`config.mk`:
```
export PLATFORM = sky130hd
export DESIGN_NAME = lfsr4_sat_counter
export DESIGN_NICKNAME = d
export VERILOG_FILES = /design/src/rtl/lfsr4_checker_pkg.sv /design/src/rtl/lfsr4_sat_counter.sv
export SDC_FILE = /design/constraint.sdc
export NUM_CORES = 1
export LEC_CHECK = 0
export ABC_AREA = 1
export CORE_AREA = 4 4 41 43
export CTS_BUF_LIST = sky130_fd_sc_hd__clkbuf_2 sky130_fd_sc_hd__clkbuf_4 sky130_fd_sc_hd__clkbuf_8
export CTS_CLUSTER_SIZE = 28
export DETAILED_ROUTE_END_ITERATION = 10
export DIE_AREA = 0 0 45 47
export HOLD_SLACK_MARGIN = 0.05
export MAX_ROUTING_LAYER = met4
export SLEW_MARGIN = 20
export SYNTH_ARGS = -nofsm -noshare
export SYNTH_HDL_FRONTEND = slang
export SYNTH_SLANG_ARGS = --single-unit
```
`constraint.sdc`:
```
create_clock -name clk -period 1.85 [get_ports clk]
set_clock_uncertainty 0.15 [all_clocks]
set_input_delay 0.4625 -clock clk [delete_from_list [all_inputs] [get_ports clk]]
set_output_delay 0.4625 -clock clk [all_outputs]
set_load 0.02 [all_outputs]
```
`src/rtl/lfsr4_checker_pkg.sv`:
```
// Shared definitions for the x^4+x^3+1 LFSR stream checker.
// Holds the checker state encoding, the feedback tap positions and the default parameters.
package lfsr4_checker_pkg;

  typedef enum logic [1:0] {
    ST_SEED   = 2'd0,
    ST_HUNT   = 2'd1,
    ST_LOCKED = 2'd2
  } chk_state_e;

  localparam int TAP_HI = 3;
  localparam int TAP_LO = 2;

  localparam int DEF_LOCK_THRESH = 8;
  localparam int DEF_LOSS_THRESH = 3;
  localparam int DEF_CNT_W       = 8;

endpackage

```
`src/rtl/lfsr4_sat_counter.sv`:
```
// Saturating error counter: counts up on inc, sticks at all-ones.
// A clear in the same cycle as an increment leaves the count at one, so that error is not lost.
module lfsr4_sat_counter
  import lfsr4_checker_pkg::*;
#(
  parameter int CNT_W = DEF_CNT_W
) (
  input  logic             clk,
  input  logic             rst,
  input  logic             inc,
  input  logic             clr,
  output logic [CNT_W-1:0] count
);

  logic [CNT_W-1:0] cnt_d;
  logic [CNT_W-1:0] cnt_q;

  always_comb begin
    cnt_d = cnt_q;
    if (clr) begin
      cnt_d = inc ? CNT_W'(1) : '0;
    end else if (inc && (cnt_q != '1)) begin
      cnt_d = cnt_q + CNT_W'(1);
    end
  end

  always_ff @(posedge clk) begin
    if (rst) begin
      cnt_q <= '0;
    end else begin
      cnt_q <= cnt_d;
    end
  end

  assign count = cnt_q;

endmodule

```
==> impl_metrics.json, run 1 <==
{
  "rrSetupSlack_ns": 0.33,
  "core_area_sq_um": 1301,
  "async_flop_share": 0,
  "slowest_delay_ns": 0.60,
  "r2r_cells": 8,
  "dieWidth_um": 45,
  "ant_nets": 0,
  "initialDrtViolationCount": 26,
  "final_cell_mix": "nand2_1 (16), nor2_1 (10), inv_1 (9), nand3_1 (9), dfxtp_1 (8)",
  "worst_ir_drop_vdd_mv": 0.2725,
  "slowest_stage": "clkdlybuf4s50_1",
  "crit_path_start_kind": "register",
  "num_antenna_cells": 0,
  "status": "complete, no violations",
  "place_congestion": 0.8139,
  "finalSetupViolations": 0,
  "yosysTopAreaCell": "dfxtp_1",
  "portBuffers": 11,
  "synth_warnings": 0,
  "synth_top_area_frac": 0.3257,
  "cts.path.max_buffers": 2,
  "crit_start": "count[2]",
  "die_y_um": 47,
  "cts-buffers-inserted": 3,
  "synthTopCellsByArea": "dfxtp_1 (33%), nand2_1 (12%), nand3_1 (9.2%)",
  "synth_edf_count": 0,
  "fin_nets": 101,
  "worstPathRequired_ns": 1.24,
  "synthesis.nets": 80,
  "ios": 12,
  "worstPathBufferInverterCount": 1,
  "power.leakage_nw": 0.3747,
  "power.density_nw_per_um2": 548.9,
  "power_uw": 377.0,
  "overflow": 0,
  "grt_pass1_wl_mm": 2.104,
  "grt_pass1_vias": 482,
  "timing.rr.start": "count[0]",
  "hold_violations": 0,
  "instances_no_fill": 109,
  "min_path_cells": 2,
  "ys_ff_latch": 8,
  "clock_latency_ns": 0.26,
  "finalCriticalPeriod_ns": 1.795,
  "cp_max_fo": 2,
  "grt_usage": 0.1446,
  "initial_core_util": 0.3779,
  "hp-class": "reg2reg",
  "drive_above_1_share": 0.1809,
  "arrival_ns": 1.18,
  "vias": 535,
  "row_count": 13,
  "slew-limit-headroom": 0.8256,
  "largest_register_ffs": 8,
  "drc": 0,
  "die_area_sq_um": 2115,
  "syn2layout_area_growth_pct": 39.69,
  "synthesis.area_sq_um": 491.7,
  "cts.htree.levels": 1,
  "clock.fmax_mhz": 557.2,
  "whs_endpoint": "count[6]",
  "routed_wl_mm": 1.181,
  "cts-root-buf": "clkbuf_4",
  "tightest_slew_ns": 0.2608,
  "period_share": 0.9700,
  "vias_per_cell": 4.908,
  "crit_family": "buffers and inverters",
  "fin_setup_tns_ns": 0,
  "critical_path_class": "reg2out",
  "timing.rr.end": "count[5]",
  "grt_setup_unrepaired": "false",
  "critPathCaptureType": "primary output",
  "synth.avg_cell_area_sq_um": 6.556,
  "clk_pin_slew_ns": 0.06,
  "dp_cells": 106,
  "hp-start": "count[6]",
  "syn_inst": 75,
  "place_hpwl_um": 906.2,
  "max_cap_viol_count": 0,
  "cts.sinks": 8,
  "grt_max_degree": 9,
  "synth_cell_types": 18,
  "cts_tree": "yes",
  "cp_cell_sequence": "clkdlybuf4s50_1",
  "maxSlewViolCount": 0,
  "synth.yosys.seq_area_share": 0.3257,
  "synth_flop_cell": "dfxtp_1",
  "layout_commonest_cell": "nand2_1",
  "routedWlPerCell_um": 10.83,
  "drt-pass1-iter-count": 4,
  "antenna_found_initial": 0
}
-- how the worst max path moves through the flow --
stage | to | slack [ns] | cells after the start
2_1_floorplan | count[5] | 0.27 | 8
3_3_place_gp | count[3] | 0.12 | 5
3_5_place_dp | count[3] | 0.11 | 5
4_1_cts | count[7] | 0.002 | 1
5_1_grt | count[2] | 0.01 | 1
6_report | count[2] | 0.06 | 1
-- timing repair --
| action | in CTS | in global routing |
|---|---|---|
| pin swaps | 0 | 0 |
| hold endpoints to repair | 0 | 0 |
| hold buffers | 0 | 0 |
| buffers inserted | 0 | 0 |
| endpoints found under the setup margin | 3 | 4 |
| gates resized for setup | 3 | 4 |
-- synthesized netlist by cell type (2+ instances only) --
library cell and number:
a21oi_1 5, dfxtp_1 8, inv_1 9, nand2_1 16, nand2_2 3, nand2_4 2
nand3_1 9, nand4_1 3, nor2_1 10, o21ai_0 2
-- where the power goes --
| part | leakage [nW] | internal [mW] | switching (mW) |
|---|---|---|---|
| registers | 0.0651 | 0.177 | 0.00507 |
| logic | 0.296 | 0.0225 | 0.0313 |
| clock network | 0.0138 | 0.0747 | 0.0663 |
-- through the flow --
step	worst slack, ns	hold slack, ns	instance area (sq um)	util
after global placement	0.1247	0.3046	658.1	0.5058
final	0.05542	0.3066	686.9	0.5279
after CTS	0.002117	0.3127	676.9	0.5202
after floorplan	0.2709	0.3816	491.7	-
after global routing	0.01112	0.3338	686.9	0.5279
after detailed placement	0.1123	0.3023	658.1	0.5058
-- metal layers --
metal,up-vias,GRT usage,part of all wire
met2,22,0.2203,0.48
met3,2,0.02682,0.070
met4,0,0.07018,0.0085
li1,288,-,-
met5,-,-,0
met1,223,0.1826,0.44
-- cell type report --
cell class                      count  area (sq um)
Timing Repair Buffer               16         153.9
Inverter                           10         37.54
Fill cell                         146         614.3
Multi-Input combinational cell     57         294.0
Sequential cell                     8         160.2
Tap cell                           15         18.77
Clock buffer                        3         22.52
-- logic make-up (layout without fill, tap and decap cells) --
group | Yosys count | in the layout | synth area share
adder cells (fa/ha/maj) | 1 | 1 | 0.02544
flip-flops | 8 | 8 | 0.3257
AND/OR/NAND/NOR | 47 | 47 | 0.4733
AO/OA/AOI/OAI | 9 | 9 | 0.09922
buffers and inverters | 10 | 29 | 0.07632
Power figures use the tool's default switching activity.
==> inputs of run 2 (changes only) <==
==> constraint.sdc (replaced) <==
create_clock -name clk -period 2.15 [get_ports clk]
set_clock_uncertainty 0.15 [all_clocks]
set_input_delay 0.5375 -clock clk [delete_from_list [all_inputs] [get_ports clk]]
set_output_delay 0.5375 -clock clk [all_outputs]
set_load 0.02 [all_outputs]
==> run 2 against run 1 <==
Net effect:
- critical path depth is the same
- setup slack better by 0.031 ns
- final area down 6.4%
- sequential share of layout area up 1.6 points
- largest power group unchanged
==> impl_metrics.json, run 2 (same netlist as run 1, synthesis figures left out) <==
{
  "status": "complete, no violations",
  "maxSlewViolCount": 0,
  "vias_per_cell": 5.010,
  "drive_above_1_share": 0.1348,
  "period_share": 0.9599,
  "p_clk_frac": 0.376,
  "worstPathBufferInverterCount": 1,
  "power.leakage_nw": 0.2636,
  "clock_latency_ns": 0.26,
  "routedWlPerCell_um": 11.71,
  "num_antenna_cells": 0,
  "portBuffers": 11,
  "max_cap_viol_count": 0,
  "cts.htree.levels": 1,
  "syn2layout_area_growth_pct": 30.79,
  "grt_pass1_vias": 467,
  "tightest_slew_ns": 0.2597,
  "clock.fmax_mhz": 484.5,
  "crit_path_start_kind": "register",
  "swShare": 0.2748,
  "overflow": 0,
  "cts.sinks": 8,
  "fin_ws_ns": 0.08613,
  "grt_setup_unrepaired": "false",
  "critPathCaptureType": "primary output",
  "slew-limit-headroom": 0.8263,
  "final_cell_mix": "nand2_1 (16), clkdlybuf4s50_1 (11), nor2_1 (10)",
  "arrival_ns": 1.38,
  "initialDrtViolationCount": 5,
  "place_hpwl_um": 908.1,
  "post_cts_resized": 0,
  "finalCriticalPeriod_ns": 2.064,
  "initial_core_util": 0.3779,
  "switching_power_uw": 89.82,
  "core_area_sq_um": 1301,
  "drc": 0,
  "cts-root-buf": "clkbuf_4",
  "worst_ir_drop_vdd_mv": 0.2796,
  "hp-class": "reg2reg",
  "cts.path.max_buffers": 2,
  "die_area_sq_um": 2115,
  "ios": 12,
  "fin_nets": 96,
  "hold_violations": 0,
  "cts_hold_buf": 0,
  "power.density_nw_per_um2": 508.3,
  "routed_wl_mm": 1.218,
  "combPwrFrac": 0.144,
  "die_y_um": 47,
  "grt_max_degree": 9,
  "p_int_uw": 237.1,
  "post-cts-setup-buffer-count": 0,
  "clk_pin_slew_ns": 0.06,
  "critical_path_class": "reg2out",
  "ant_nets": 0,
  "sequentialPowerShare": 0.480,
  "antenna_found_initial": 0,
  "largest_register_ffs": 8,
  "place_congestion": 0.8156,
  "vias": 521,
  "grt_pass1_wl_mm": 2.007,
  "cts-buffers-inserted": 3,
  "finalSetupViolations": 0,
  "dp_slack_ns": 0.3473,
  "grt_usage": 0.1390,
  "drt-pass1-iter-count": 4,
  "slowest_stage": "clkdlybuf4s50_1",
  "fin_setup_tns_ns": 0,
  "layout_commonest_cell": "nand2_1",
  "dieWidth_um": 45,
  "cp_max_fo": 7,
  "row_count": 13,
  "crit_family": "buffers and inverters",
  "slowest_delay_ns": 0.65,
  "cts_tree": "yes",
  "cp_cell_sequence": "clkdlybuf4s50_1",
  "worstPathRequired_ns": 1.46,
  "power_uw": 326.9
}
[run 2: changes by cell type in the layout (fill, tap and decap cells not counted)]
cell,before,now
buf_4,5,0
clkdlybuf4s50_1,4,11
dlygate4sd2_1,3,0
dlymetal6s2s_1,4,0
[run 2: routing by layer]
layer	part of all wire	routed length [um]	vias up	global-route usage
met5	0	0	-	-
met1	0.48	589	230	0.1670
met4	0.031	38	0	0.09357
met3	0.040	49	5	0.02682
li1	-	-	273	-
met2	0.44	542	13	0.2090
[run 2: power groups by stage]
stage	registers (mW)	clock network (mW)	logic, mW
after floorplan	0.165	0	0.0208
after global placement	0.160	0	0.0469
after detailed placement	0.160	0	0.0466
after CTS	0.157	0.126	0.0470
after global routing	0.157	0.139	0.0519
final	0.157	0.123	0.0471
[run 2: worst paths after layout]
check	depth (start not counted)	start	endpoint	slack, ns
max	1	count[2]	count[2]	0.09
min	2	count[6]	count[6]	0.32
max reg2reg	8	count[0]	count[5]	0.50
min reg2reg	2	count[6]	count[6]	0.32
[run 2: cell type report]
type / instances / area (sq um)
clock buffers: 3 / 22.52
fillers: 139 / 658.1
inverters: 10 / 37.54
multi-input cells: 57 / 294.0
flip-flops and latches: 8 / 160.2
well taps: 15 / 18.77
repair buffers: 11 / 110.1
[run 2: metrics by stage]
stage / cells / utilization / cell area [sq um] / hold WS, ns
after global routing: 104 / 0.4942 / 643.1 / 0.3371
final: 104 / 0.4942 / 643.1 / 0.3163
after detailed placement: 101 / 0.4769 / 620.6 / 0.3106
after floorplan: 75 / - / 491.7 / 0.3841
after global placement: 101 / 0.4769 / 620.6 / 0.3025
after CTS: 104 / 0.4942 / 643.1 / 0.3207
